<file path="config.mk">
export PLATFORM = sky130hd
export DESIGN_NAME = bdc_line_scheduler
export DESIGN_NICKNAME = d
export VERILOG_FILES = /design/src/rtl/bdc_pkg.sv /design/src/rtl/bdc_ring_counter.sv /design/src/rtl/bdc_line_scheduler.sv
export SDC_FILE = /design/constraint.sdc
export NUM_CORES = 1
export LEC_CHECK = 0
export BUFFER_PORTS_ARGS = -buffer_cell sky130_fd_sc_hd__buf_2
export CORE_ASPECT_RATIO = 0.6
export CORE_UTILIZATION = 40
export DETAILED_ROUTE_END_ITERATION = 10
export PLACE_DENSITY_LB_ADDON = 0.2
export SETUP_SLACK_MARGIN = 0.15
export SLEW_MARGIN = 0
export SYNTH_ARGS = -nofsm -noshare
export SYNTH_HDL_FRONTEND = slang
export SYNTH_SLANG_ARGS = --single-unit
</file>
<file path="constraint.sdc">
create_clock -name clk -period 10.1 [get_ports clk]
set_input_delay 0.505 -clock clk [delete_from_list [all_inputs] [get_ports clk]]
set_output_delay 0.505 -clock clk [all_outputs]
set_load 0.03 [all_outputs]
</file>
<file path="src/rtl/bdc_pkg.sv">
// Shared types and defaults for the barrel distortion correction line scheduler.
package bdc_pkg;

  typedef enum logic [1:0] {
    ST_IDLE  = 2'd0,
    ST_RUN   = 2'd1,
    ST_DRAIN = 2'd2
  } state_t;

  localparam int BDC_WIDTH        = 1920;
  localparam int BDC_HEIGHT       = 1080;
  localparam int BDC_BUFFER_LINES = 4;
  localparam int BDC_MARGIN       = 1;

  function automatic int slot_width(input int lines);
    return (lines > 1) ? $clog2(lines) : 1;
  endfunction

endpackage

</file>
<file path="src/rtl/bdc_ring_counter.sv">
// Wrapping ring-slot counter: clear forces slot 0, advance steps DEPTH-1 -> 0.
// Clear and advance together yield slot 1 (first row of a restarted frame done).
module bdc_ring_counter
  import bdc_pkg::*;
#(
  parameter int DEPTH = 4,
  parameter int SW    = slot_width(DEPTH)
) (
  input  logic          clk,
  input  logic          rst_n,
  input  logic          clear,
  input  logic          advance,
  output logic [SW-1:0] value
);

  logic [SW-1:0] base;

  always_comb begin
    base = clear ? '0 : value;
  end

  always_ff @(posedge clk) begin
    if (!rst_n) begin
      value <= '0;
    end else if (clear || advance) begin
      if (advance) begin
        value <= (base == SW'(DEPTH - 1)) ? '0 : base + SW'(1);
      end else begin
        value <= base;
      end
    end
  end

endmodule

</file>
<file path="src/rtl/bdc_line_scheduler.sv">
// Writes the input stream into the line-buffer ring and grants output rows once all
// referenced source rows are resident; input stalls while a needed slot is still in use.
module bdc_line_scheduler
  import bdc_pkg::*;
#(
  parameter int WIDTH        = BDC_WIDTH,
  parameter int HEIGHT       = BDC_HEIGHT,
  parameter int DATA_WIDTH   = 24,
  parameter int COORD_WIDTH  = 16,
  parameter int BUFFER_LINES = BDC_BUFFER_LINES,
  parameter int MARGIN       = BDC_MARGIN
) (
  input  logic                                  clk,
  input  logic                                  rst_n,
  input  logic [DATA_WIDTH-1:0]                 s_axis_tdata,
  input  logic                                  s_axis_tvalid,
  output logic                                  s_axis_tready,
  input  logic                                  s_axis_tlast,
  input  logic                                  s_axis_tuser,
  output logic                                  wr_en,
  output logic [slot_width(BUFFER_LINES)-1:0]   wr_slot,
  output logic [COORD_WIDTH-1:0]                wr_addr,
  output logic [DATA_WIDTH-1:0]                 wr_data,
  output logic                                  row_valid,
  output logic [COORD_WIDTH-1:0]                row_y,
  output logic [slot_width(BUFFER_LINES)-1:0]   row_slot,
  input  logic                                  row_done,
  output logic                                  frame_done,
  output logic                                  sof_err,
  output logic                                  eol_err
);

  localparam int SW = slot_width(BUFFER_LINES);
  localparam int CW = COORD_WIDTH;

  if (BUFFER_LINES < 2 * MARGIN + 1) begin : g_bad_cfg
    $error("bdc_line_scheduler: BUFFER_LINES must be >= 2*MARGIN+1");
  end

  state_t        state, state_nxt;
  logic [CW-1:0] wr_x, wr_row, rd_row;
  logic [SW-1:0] wr_slot_q, rd_slot_q;
  logic [CW-1:0] x_eff, row_eff;
  logic [31:0]   need_rows, grant_need;
  logic          hs, sof, sof_mid, row_end, retire, frame_end, grant, room;

  assign hs        = s_axis_tvalid & s_axis_tready;
  assign sof       = hs & s_axis_tuser;
  assign sof_mid   = sof && (state == ST_RUN) && ((wr_x != '0) || (wr_row != '0));
  // A start-of-frame beat is always pixel (0,0), whatever the counters held.
  assign x_eff     = sof ? '0 : wr_x;
  assign row_eff   = sof ? '0 : wr_row;
  assign row_end   = wr_en && (x_eff == CW'(WIDTH - 1));
  assign retire    = row_done && row_valid;
  assign frame_end = retire && (rd_row == CW'(HEIGHT - 1));

  // Slot of rd_row is reused by row rd_row+BUFFER_LINES; keep MARGIN rows behind it.
  assign room       = 32'(wr_row) < 32'(rd_row) + 32'(BUFFER_LINES - MARGIN);
  assign need_rows  = 32'(rd_row) + 32'(MARGIN + 1);
  assign grant_need = (need_rows < 32'(HEIGHT)) ? need_rows : 32'(HEIGHT);
  assign grant      = (state != ST_IDLE) && !row_valid && (32'(wr_row) >= grant_need);

  assign wr_slot  = sof ? '0 : wr_slot_q;
  assign wr_addr  = x_eff;
  assign wr_data  = s_axis_tdata;
  assign row_y    = rd_row;
  assign row_slot = rd_slot_q;

  always_ff @(posedge clk) begin
    if (!rst_n) begin
      state <= ST_IDLE;
    end else begin
      state <= state_nxt;
    end
  end

  always_comb begin
    state_nxt = state;
    case (state)
      ST_IDLE:  if (sof) state_nxt = ST_RUN;
      ST_RUN:   if (row_end && (row_eff == CW'(HEIGHT - 1))) state_nxt = ST_DRAIN;
      ST_DRAIN: if (frame_end) state_nxt = ST_IDLE;
      default:  state_nxt = ST_IDLE;
    endcase
  end

  always_comb begin
    s_axis_tready = 1'b0;
    case (state)
      ST_IDLE: s_axis_tready = 1'b1;
      ST_RUN:  s_axis_tready = (32'(wr_row) < 32'(HEIGHT)) && room;
      default: s_axis_tready = 1'b0;
    endcase
    if (!rst_n) s_axis_tready = 1'b0;
    wr_en = s_axis_tvalid && s_axis_tready && ((state == ST_RUN) || s_axis_tuser);
  end

  always_ff @(posedge clk) begin
    if (!rst_n) begin
      wr_x       <= '0;
      wr_row     <= '0;
      rd_row     <= '0;
      row_valid  <= 1'b0;
      frame_done <= 1'b0;
      sof_err    <= 1'b0;
      eol_err    <= 1'b0;
    end else begin
      frame_done <= frame_end;
      sof_err    <= sof_mid;
      eol_err    <= wr_en && (s_axis_tlast != (x_eff == CW'(WIDTH - 1)));

      if (wr_en) begin
        if (row_end) begin
          wr_x   <= '0;
          wr_row <= row_eff + CW'(1);
        end else begin
          wr_x   <= x_eff + CW'(1);
          wr_row <= row_eff;
        end
      end else if (frame_end) begin
        wr_x   <= '0;
        wr_row <= '0;
      end

      if (sof_mid || frame_end) begin
        rd_row    <= '0;
        row_valid <= 1'b0;
      end else if (retire) begin
        rd_row    <= rd_row + CW'(1);
        row_valid <= 1'b0;
      end else if (grant) begin
        row_valid <= 1'b1;
      end
    end
  end

  bdc_ring_counter #(.DEPTH(BUFFER_LINES)) u_wr_slot (
    .clk     (clk),
    .rst_n   (rst_n),
    .clear   (sof | frame_end),
    .advance (row_end),
    .value   (wr_slot_q)
  );

  bdc_ring_counter #(.DEPTH(BUFFER_LINES)) u_rd_slot (
    .clk     (clk),
    .rst_n   (rst_n),
    .clear   (sof_mid | frame_end),
    .advance (retire & ~(sof_mid | frame_end)),
    .value   (rd_slot_q)
  );

endmodule

</file>
Word level (Yosys, flattened, before mapping)
Index checks and enable logic that the tools add are counted.
{ "totals": {"reg_bits": 58, "in_bits": 30, "out_inout_bits": 66, "wordCells": 86} }
{ "classes": {"add_sub_neg": 7, "order_cmp": 4, "n_eq_ne": 11, "muxes": 21, "bitwise": 7, "reduce_logical": 26} }
{ "ops": {"columns": ["op", "n"], "rows": [
  ["16-bit two-way mux", 7],
  ["16-bit by 1-bit adder with 16-bit output, second input constant", 3],
  ["16-bit by 11-bit == test with 1-bit output, second input constant", 3],
  ["16-bit by 2-bit adder with 17-bit output, second input constant", 2],
  ["16-bit nonzero test", 2],
  ["2-bit two-way mux", 10],
  ["16-bit by 17-bit >= comparator with 1-bit output", 1],
  ["16-bit by 17-bit less-than comparator with 1-bit output", 1],
  ["17-bit by 11-bit less-than comparator with 1-bit output, second input constant", 1],
  ["17-bit two-way mux", 1],
  ["16-bit by 11-bit less-than comparator with 1-bit output, second input constant", 1],
  ["1-bit logical AND", 12],
  ["2-bit == test, second input constant", 3],
  ["2-bit case mux with 3 select lines", 1],
  ["1-bit logical OR", 5],
  ["2-bit by 1-bit adder with 2-bit output, second input constant", 2],
  ["2-bit inequality test, second input constant", 2],
  ["2-bit nonzero test", 2],
  ["1-bit AND", 3],
  ["3-bit AND reduction", 1],
  ["3-bit OR reduction", 1],
  ["2-bit by 1-bit == test with 1-bit output, second input constant", 1],
  ["2-bit logical NOT", 1],
  ["2-bit by 1-bit inequality test with 1-bit output, second input constant", 1],
  ["other kinds (7)", 9]
]} }

Depth between registers and ports, before layout
Gate-level depths: netlist of the first run.
{ "logic_depth": {"word_depth": 14, "depth_mapped": 23, "ltp_nobuf": 21} }

Cells and area by module
A second synthesis of the first run with hierarchy kept.
{ "hier_totals": {"hier_cells": 573, "hier_area_um2": 4499.3} }
{ "by_module_without_submodules": {"columns": ["mod", "instances", "cells_per_inst", "area_each_um2", "seq_area_each_um2"], "rows": [
  ["bdc_line_scheduler", 1, 557, 4326.6, 1081.0],
  ["bdc_ring_counter", 2, 8, 86.3, 40.0]
]} }

Worst setup path after synthesis of the first run
Ideal clock, no wire load.
{ "synth_timing": {"path_type": "flip-flop to flip-flop", "from": "reg rd_row[2], in the netlist row_y[2]", "to": "reg wr_row[7]", "setup_time_ns": 0.117, "t_arrival_ns": 5.233, "t_required_ns": 9.983, "setup_slack_ns": 4.750, "path_stages_with_launch": 24, "path_buffers": 3, "period_less_slack_ns": 5.350, "path_cell_list": "dfxtp_1 -> ha_1 -> clkbuf_1 -> a21oi_1 -> or2_2 -> nor2_1 -> nand3_1 -> xor2_1 -> ha_1 -> a21o_1 -> o311ai_4 -> nand3_1 -> nand2b_1 -> clkbuf_1 -> and2_1 -> ha_1 -> and3_1 -> nand3_1 -> nor4_1 -> clkbuf_1 -> nand3_1 -> nor2_1 -> o21ai_1 -> a22o_1"} }
{ "synth_between": {"elab_chain_cells": 12, "elab_cells_between_ends": 19, "classes_between": "add/sub: 2; order compare: 1; eq/ne: 2; mux: 6; bitwise: 2; reduce/logical: 6"} }
{ "synth_lines": {"columns": ["item", "line_no", "rtl"], "rows": [
  ["from (decl)", "bdc_line_scheduler.sv:41", "logic [CW-1:0] wr_x, wr_row, rd_row;"],
  ["from (signal assigned)", "bdc_line_scheduler.sv:129", "rd_row <= rd_row + CW'(1);"],
  ["16-bit by 2-bit adder with 17-bit output", "bdc_line_scheduler.sv:58", "assign room = 32'(wr_row) < 32'(rd_row) + 32'(BUFFER_LINES - MARGIN);"],
  ["16-bit by 17-bit less-than comparator with 1-bit output", "bdc_line_scheduler.sv:58", null],
  ["1-bit logical AND", "bdc_line_scheduler.sv:91", "ST_RUN: s_axis_tready = (32'(wr_row) < 32'(HEIGHT)) && room;"],
  ["1-bit case mux with 2 select lines", "bdc_line_scheduler.sv:89", "case (state)"],
  ["1-bit two-way mux", "bdc_line_scheduler.sv:94", "if (!rst_n) s_axis_tready = 1'b0;"],
  ["1-bit AND", "bdc_line_scheduler.sv:47", "assign hs = s_axis_tvalid & s_axis_tready;"],
  ["1-bit AND", "bdc_line_scheduler.sv:48", "assign sof = hs & s_axis_tuser;"],
  ["16-bit two-way mux", "bdc_line_scheduler.sv:51", "assign x_eff = sof ? '0 : wr_x;"],
  ["net wr_addr[0]", "bdc_line_scheduler.sv:22", "output logic [COORD_WIDTH-1:0] wr_addr,"],
  ["16-bit by 11-bit == test with 1-bit output", "bdc_line_scheduler.sv:53", "assign row_end = wr_en && (x_eff == CW'(WIDTH - 1));"],
  ["1-bit logical AND", "bdc_line_scheduler.sv:53", null],
  ["16-bit two-way mux", "bdc_line_scheduler.sv:113", "if (row_end) begin"],
  ["16-bit two-way mux", "bdc_line_scheduler.sv:112", "if (wr_en) begin"],
  ["to (signal assigned)", "bdc_line_scheduler.sv:115", "wr_row <= row_eff + CW'(1);"],
  ["to (signal assigned)", "bdc_line_scheduler.sv:118", "wr_row <= row_eff;"],
  ["to (decl)", "bdc_line_scheduler.sv:41", null]
]} }
The timed path passes the listed nets, and every way through them passes these cells.
A chain may end at the register's enable or synchronous reset.

Worst setup path after layout of the first run
{ "layout_timing": {"from": "reg rd_row[2], in the netlist row_y[2]", "to": "reg wr_x[1]"} }
{ "layout_between": {"elab_chain_cells": 12, "elab_cells_between_ends": 18, "classes_between": "add/sub: 2; order compare: 1; eq/ne: 2; mux: 5; bitwise: 2; reduce/logical: 6"} }
{ "layout_lines": {"columns": ["item", "line_no", "rtl"], "rows": [
  ["parallel branches: the longest is 12 deep, another holds 16-bit by 2-bit adder with 17-bit output", null, null],
  ["to (signal assigned)", "bdc_line_scheduler.sv:117", "wr_x <= x_eff + CW'(1);"],
  ["to (decl)", "bdc_line_scheduler.sv:41", null]
]} }
Several ways; the timed one is not identified.

==> out/results.ini, run 1 <==
[power_and_ir_drop]
power_frac_clock_pct=55.8
seq_power_share_pct=40.2
switchingPower_w=0.000128
comb_power_share_pct=4.0
sw_frac_of_total_pct=22.4
power_w=0.000574
peakVddDrop_mv=0.0866
p_per_area_nw_per_um2=116
p_int_w=0.000446
leakagePower_nw=2.02

[job]
maxCapViolations=0

[sta]
max_freq_mhz=170
period_share_pct=58.2
tightestPinTransition_ps=1010
slew_headroom_pct=32.3
setup_violations=0
hold_violations=0
period_needed_ps=5880
finClkSkew_ps=9.20
slew_viol_final=0
rsz0062_at_grt=no
finalSetupTns_ps=0

[die]
dieArea_um2=11700
coreArea_um2=10700
fp.dieW_um=139
start_util_pct=41.8
die_h_um=84.1
row_count=29
pin_count=96

[place]
port_buffers=47
gp_congestion=0.957
dp_hpwl_um=9840

[yosys]
synth_edf_count=0
netlist_area_um2=4490
synth_cells=573
synth.avg_cell_area_um2=7.84
ys_seq_area_share_pct=25.8
synth_flop_cell=dfxtp_1
synth_warnings=0
ys_ff_latch=58
synth_cell_types=66
ys_async_sr_fraction_pct=0

[grt]
track_usage_pct=22.7
grt-ovfl-total=0
antenna_found_initial=0
grt_pass1_vias=3733
grt_max_degree=22
grt_pass1_wl_um=20600

[finish]
nets=654
area.growth.synth_to_final_pct=9.77
final_cell_mix=nor2_1 (63), dfxtp_1 (58), buf_2 (47)
final_common_cell=nor2_1
diodes=0
drive_gt1_share_pct=15.1

[clocking]
worstSkewPairLatency_ps=340
cts_resized=0
cts_tree=yes
hold_buffers=0
clockRootBuffer=clkbuf_16
cts_sinks=58
ctsLongestPathBuffers=2
postCtsSetupBuffers=0
path_clk_slew_ps=50
h-tree-depth=3
cts_buffers=9

[setup_path]
arrival_ps=6110
cp.required_ps=10330
rrSetupSlack_ps=4220
crit_fanout=20
endpoint_kind=flip-flop
worstSetupPathType=reg -> reg
cp-start-kind=flip-flop
critPathBufInv=1
slowest_stage=nor4_2
startpoint=row_y[2]$_SDFFE_PP0P_
cp_top_family=simple AND/OR/NAND/NOR gates
r2r_cells=19
path_cells=ha_1 > a21oi_1 > or2_2 > nor2_1 > nand3_1 > xor2_1 > ha_1 > a21o_1 > o311ai_4 > nand3_1 > nand2b_1 > buf_4 > and2_1 > ha_1 > and3_1 > nand3_1 > nor4_2 > o21ai_0 > a32o_1
r2r-start=row_y[2]$_SDFFE_PP0P_
cp.depth=19
critical-path-max-stage-delay_ps=900

[detailed_routing]
drtPass1Iterations=8
ant_nets=0
drcViolationCount=6
drtIter0Drc=354
wl_per_cell_um=17.7
avgViaCountPerCell=5.80
drt-total-wl_um=12900
vias=4233

[hold_path]
min_from=s_axis_tlast
holdPathStages=3
hp-class=in -> reg

[outcome]
violations=design-rule violations
status=complete, but fails checks

## state kept, by name, indices dropped and copies added, names as in the netlist
signal,cells
frame_done,1
row_y,16
u_wr_slot.value,2
wr_x,16
row_valid,1
u_rd_slot.value,2
eol_err,1
sof_err,1
state,2
wr_row,16
## layer usage
| layer | global-route usage [%] | part of all wire, % | vias to the layer above |
|---|---|---|---|
| li1 | - | - | 2043 |
| met5 | 0 | 0 | - |
| met4 | 7.47 | 1.7 | 0 |
| met2 | 27.8 | 36 | 190 |
| met1 | 36.0 | 53 | 1967 |
| met3 | 6.37 | 9.7 | 33 |
## cells in the mapped netlist, drive strengths merged (3+ instances only)
| cell type | number | area share (%) |
|---|---|---|
| nor3 | 23 | 2.8 |
| and3 | 14 | 1.9 |
| dfxtp | 58 | 26 |
| ha | 37 | 10 |
| nor2b | 4 | 0.56 |
| and2 | 22 | 3.1 |
| or2 | 7 | 0.97 |
| nand2b | 3 | 0.42 |
| o21ai | 27 | 3.2 |
| inv | 14 | 1.2 |
| nand3 | 28 | 3.1 |
| or3 | 6 | 1.1 |
| clkbuf | 13 | 1.1 |
| a211o | 3 | 0.58 |
| o21a | 6 | 1.0 |
| xnor2 | 24 | 4.7 |
| o311ai | 3 | 0.97 |
| nor2 | 64 | 5.5 |
| a31oi | 6 | 0.84 |
| nand2 | 46 | 4.1 |
| a21o | 7 | 1.2 |
| buf | 38 | 6.0 |
| or4 | 3 | 0.58 |
| nand4 | 16 | 2.2 |
| a21oi | 27 | 3.0 |
| o211ai | 5 | 0.84 |
| xor2 | 21 | 4.1 |
| mux2i | 3 | 0.67 |
| a22o | 3 | 0.58 |
| nor4 | 13 | 2.1 |
## worst register-to-register path, delay by kind of cell, from the launching register on
| kind | cells | cell delay, ps |
|---|---|---|
| simple gates | 9 | 2650 |
| compound gates | 5 | 1300 |
| fa+ha+maj | 3 | 900 |
| flops | 1 | 530 |
| buf+inv | 1 | 220 |
| xor+xnor | 1 | 180 |
## path summary, 6_finish.rpt
kind                      endpoint
max           wr_x[1]$_SDFFE_PN0P_
min             eol_err$_SDFF_PN0_
max reg2reg   wr_x[1]$_SDFFE_PN0P_
min reg2reg  wr_x[15]$_SDFFE_PN0P_
## cell families after synthesis
family | synth area share, %
DFF | 25.8
and+or+nand+nor | 29.8
xor gates and xnor gates | 8.77
AOI/OAI and AO/OA | 16.2
other | 0.0834
adders and majority gates | 10.3
muxes | 0.668
buffers and inverters | 8.35
## power groups by stage
| stage | logic [W] | clock network [W] | registers (W) |
|---|---|---|---|
| detailed placement | 0.0000225 | 0 | 0.000236 |
| global route | 0.0000250 | 0.000334 | 0.000231 |
| global placement | 0.0000222 | 0 | 0.000236 |
| finish | 0.0000230 | 0.000320 | 0.000231 |
| CTS | 0.0000226 | 0.000322 | 0.000231 |
| floorplan | 0.0000337 | 0 | 0.000235 |
## stage by stage
stage               std cells  hold slack, ps  setup WS (ps)  cell area [um2]  util, %
global route              730             474           3780             4930     45.9
global placement          715             485           4570             4630     43.1
floorplan                 577             447           4750             4510        -
detailed placement        715             475           4340             4630     43.1
finish                    730             425           4220             4930     45.9
CTS                       730             431           4310             4930     45.9
## layout make-up
| class | count | area [um2] |
|---|---|---|
| Fill cell | 1063 | 5810 |
| Multi-Input combinational cell | 453 | 2980 |
| Sequential cell | 58 | 1160 |
| Clock buffer | 13 | 270 |
| Timing Repair Buffer | 50 | 258 |
| Tap cell | 139 | 174 |
| Inverter | 15 | 56.3 |
| Clock inverter | 2 | 35.0 |
(Power assumes the default switching activity.)
==> run 2: changes to the inputs <==
==> constraint.sdc (replaced) <==
create_clock -name clk -period 5.3 [get_ports clk]
set_input_delay 0.265 -clock clk [delete_from_list [all_inputs] [get_ports clk]]
set_output_delay 0.265 -clock clk [all_outputs]
set_load 0.03 [all_outputs]
==> out/results.ini, run 2 (synthesis results as in run 1) <==
[sta]
hold_violations=0
rsz0062_at_grt=no
max_freq_mhz=207
slew_headroom_pct=45.2
period_needed_ps=4830
tightestPinTransition_ps=817
finalSetupTns_ps=0
period_share_pct=91.2
slew_viol_final=0
setup_violations=0
hold_ws_ps=186
finClkSkew_ps=8.02

[detailed_routing]
drt-total-wl_um=13400
drcViolationCount=6
drtIter0Drc=308
vias=4314
wl_per_cell_um=18.1
drtPass1Iterations=8
ant_nets=0
avgViaCountPerCell=5.83

[clocking]
cts_sinks=58
ctsLongestPathBuffers=2
cts_resized=0
cts_buffers=9
hold_buffers=0
h-tree-depth=3
postCtsSetupBuffers=0
path_clk_slew_ps=60
clockRootBuffer=clkbuf_16
cts_tree=yes
worstSkewPairLatency_ps=350

[finish]
area.growth.synth_to_final_pct=11.2
final_cell_mix=nor2_1 (63), dfxtp_1 (56), buf_2 (47)
diodes=0
final_common_cell=nor2_1
multi_input_area_um2=3000
final-seq-area_um2=1160
nets=664
drive_gt1_share_pct=17.5
nFillCells=1086

[die]
die_h_um=84.1
fp.dieW_um=139
pin_count=96
dieArea_um2=11700
coreArea_um2=10700
row_count=29
start_util_pct=41.8

[setup_path]
r2r-start=row_y[1]$_SDFFE_PP0P_
arrival_ps=5110
rr_endpoint=wr_x[11]$_SDFFE_PN0P_
crit_fanout=8
r2r_cells=20
cp.required_ps=5580
endpoint_kind=flip-flop
cp-start-kind=flip-flop
rrSetupSlack_ps=470
worstSetupPathType=reg -> reg

[hold_path]
min_from=s_axis_tlast
worstHoldEndpoint=eol_err$_SDFF_PN0_
hp-class=in -> reg
holdPathStages=3

[power_and_ir_drop]
p_per_area_nw_per_um2=207
sw_frac_of_total_pct=23.9
power_frac_clock_pct=53.1
leakagePower_nw=2.06
peakVddDrop_mv=0.163
p_int_w=0.000788
switchingPower_w=0.000247
comb_power_share_pct=4.3
seq_power_share_pct=42.6

[grt]
grt_max_degree=22
track_usage_pct=23.8
grt_pass1_wl_um=21600
antenna_found_initial=0
grt_pass1_vias=3957
grt-ovfl-total=0

[place]
port_buffers=47
dp_hpwl_um=10200
gp_congestion=0.910

[outcome]
violations=design-rule violations
status=complete, but fails checks

[job]
maxCapViolations=0

==> run 2: cell types whose count changed in the layout (fill, tap and decap cells not counted), moves of 2 or more <==
cell and delta:
buf_4 +10, clkinv_2 +2, dfxtp_1 -2, dfxtp_2 +2
==> run 2: how the worst max path moves through the flow <==
| stage | start | to | slack (ps) | cells after the start |
|---|---|---|---|---|
| 6_report | row_y[1]$_SDFFE_PP0P_ | wr_x[11]$_SDFFE_PN0P_ | 470 | 20 |
| 5_1_grt | row_y[1]$_SDFFE_PP0P_ | wr_row[6]$_SDFFE_PN0P_ | 210 | 21 |
| 4_1_cts | row_y[1]$_SDFFE_PP0P_ | wr_x[11]$_SDFFE_PN0P_ | 380 | 20 |
| 3_5_place_dp | row_y[1]$_SDFFE_PP0P_ | wr_x[11]$_SDFFE_PN0P_ | 410 | 20 |
| 3_3_place_gp | row_y[1]$_SDFFE_PP0P_ | wr_x[11]$_SDFFE_PN0P_ | 550 | 20 |
| 2_1_floorplan | row_y[2]$_SDFFE_PP0P_ | wr_x[11]$_SDFFE_PN0P_ | 180 | 22 |
==> run 2: critical path, cell delays in order (launching register included) <==
cell and delay, ps:
dfxtp_2 390, inv_1 100, ha_1 270, or3_4 450, nor2_1 130, xnor2_1 140, ha_1 260, a21oi_1 130
o21ai_0 110, a21oi_1 210, a211o_1 300, nand2b_2 170, and2_2 230, ha_1 220, and3_1 220, nand3_2 150
nor4_2 70, or2_2 370, or3_4 380, or3_1 350, o21ai_1 70
==> run 2: per-stage QoR <==
step	setup WS (ps)	cell area, um2	power, W	cells	utilization (%)
after detailed placement	411	4710	0.000493	725	43.8
after global routing	210	5000	0.00107	740	46.5
after global placement	547	4710	0.000493	725	43.8
after floorplan	180	4520	0.000512	577	-
final	468	5000	0.00103	740	46.5
after CTS	384	4980	0.00104	740	46.4
==> run 2: power by group through the flow <==
stage	combinational, W	sequential (W)	clock, W
after detailed placement	0.0000437	0.000449	0
final	0.0000450	0.000440	0.000549
after floorplan	0.0000644	0.000448	0
after global routing	0.0000486	0.000440	0.000579
after global placement	0.0000438	0.000449	0
after CTS	0.0000439	0.000440	0.000560
==> run 2: metal layers <==
| layer | GRT usage (%) | wire [um] |
|---|---|---|
| met4 | 7.98 | 221 |
| met3 | 7.46 | 1290 |
| met5 | 0 | 0 |
| met2 | 30.1 | 4970 |
| met1 | 36.5 | 6900 |
==> run 2: cell type report <==
type                    instances  area share (%)
inverters                      15            1.13
repair buffers                 60            6.66
multi-input cells             453            60.0
clock buffers                  12            5.13
flip-flops and latches         58            23.3
clock inverters                 3           0.300
well taps                     139            3.48
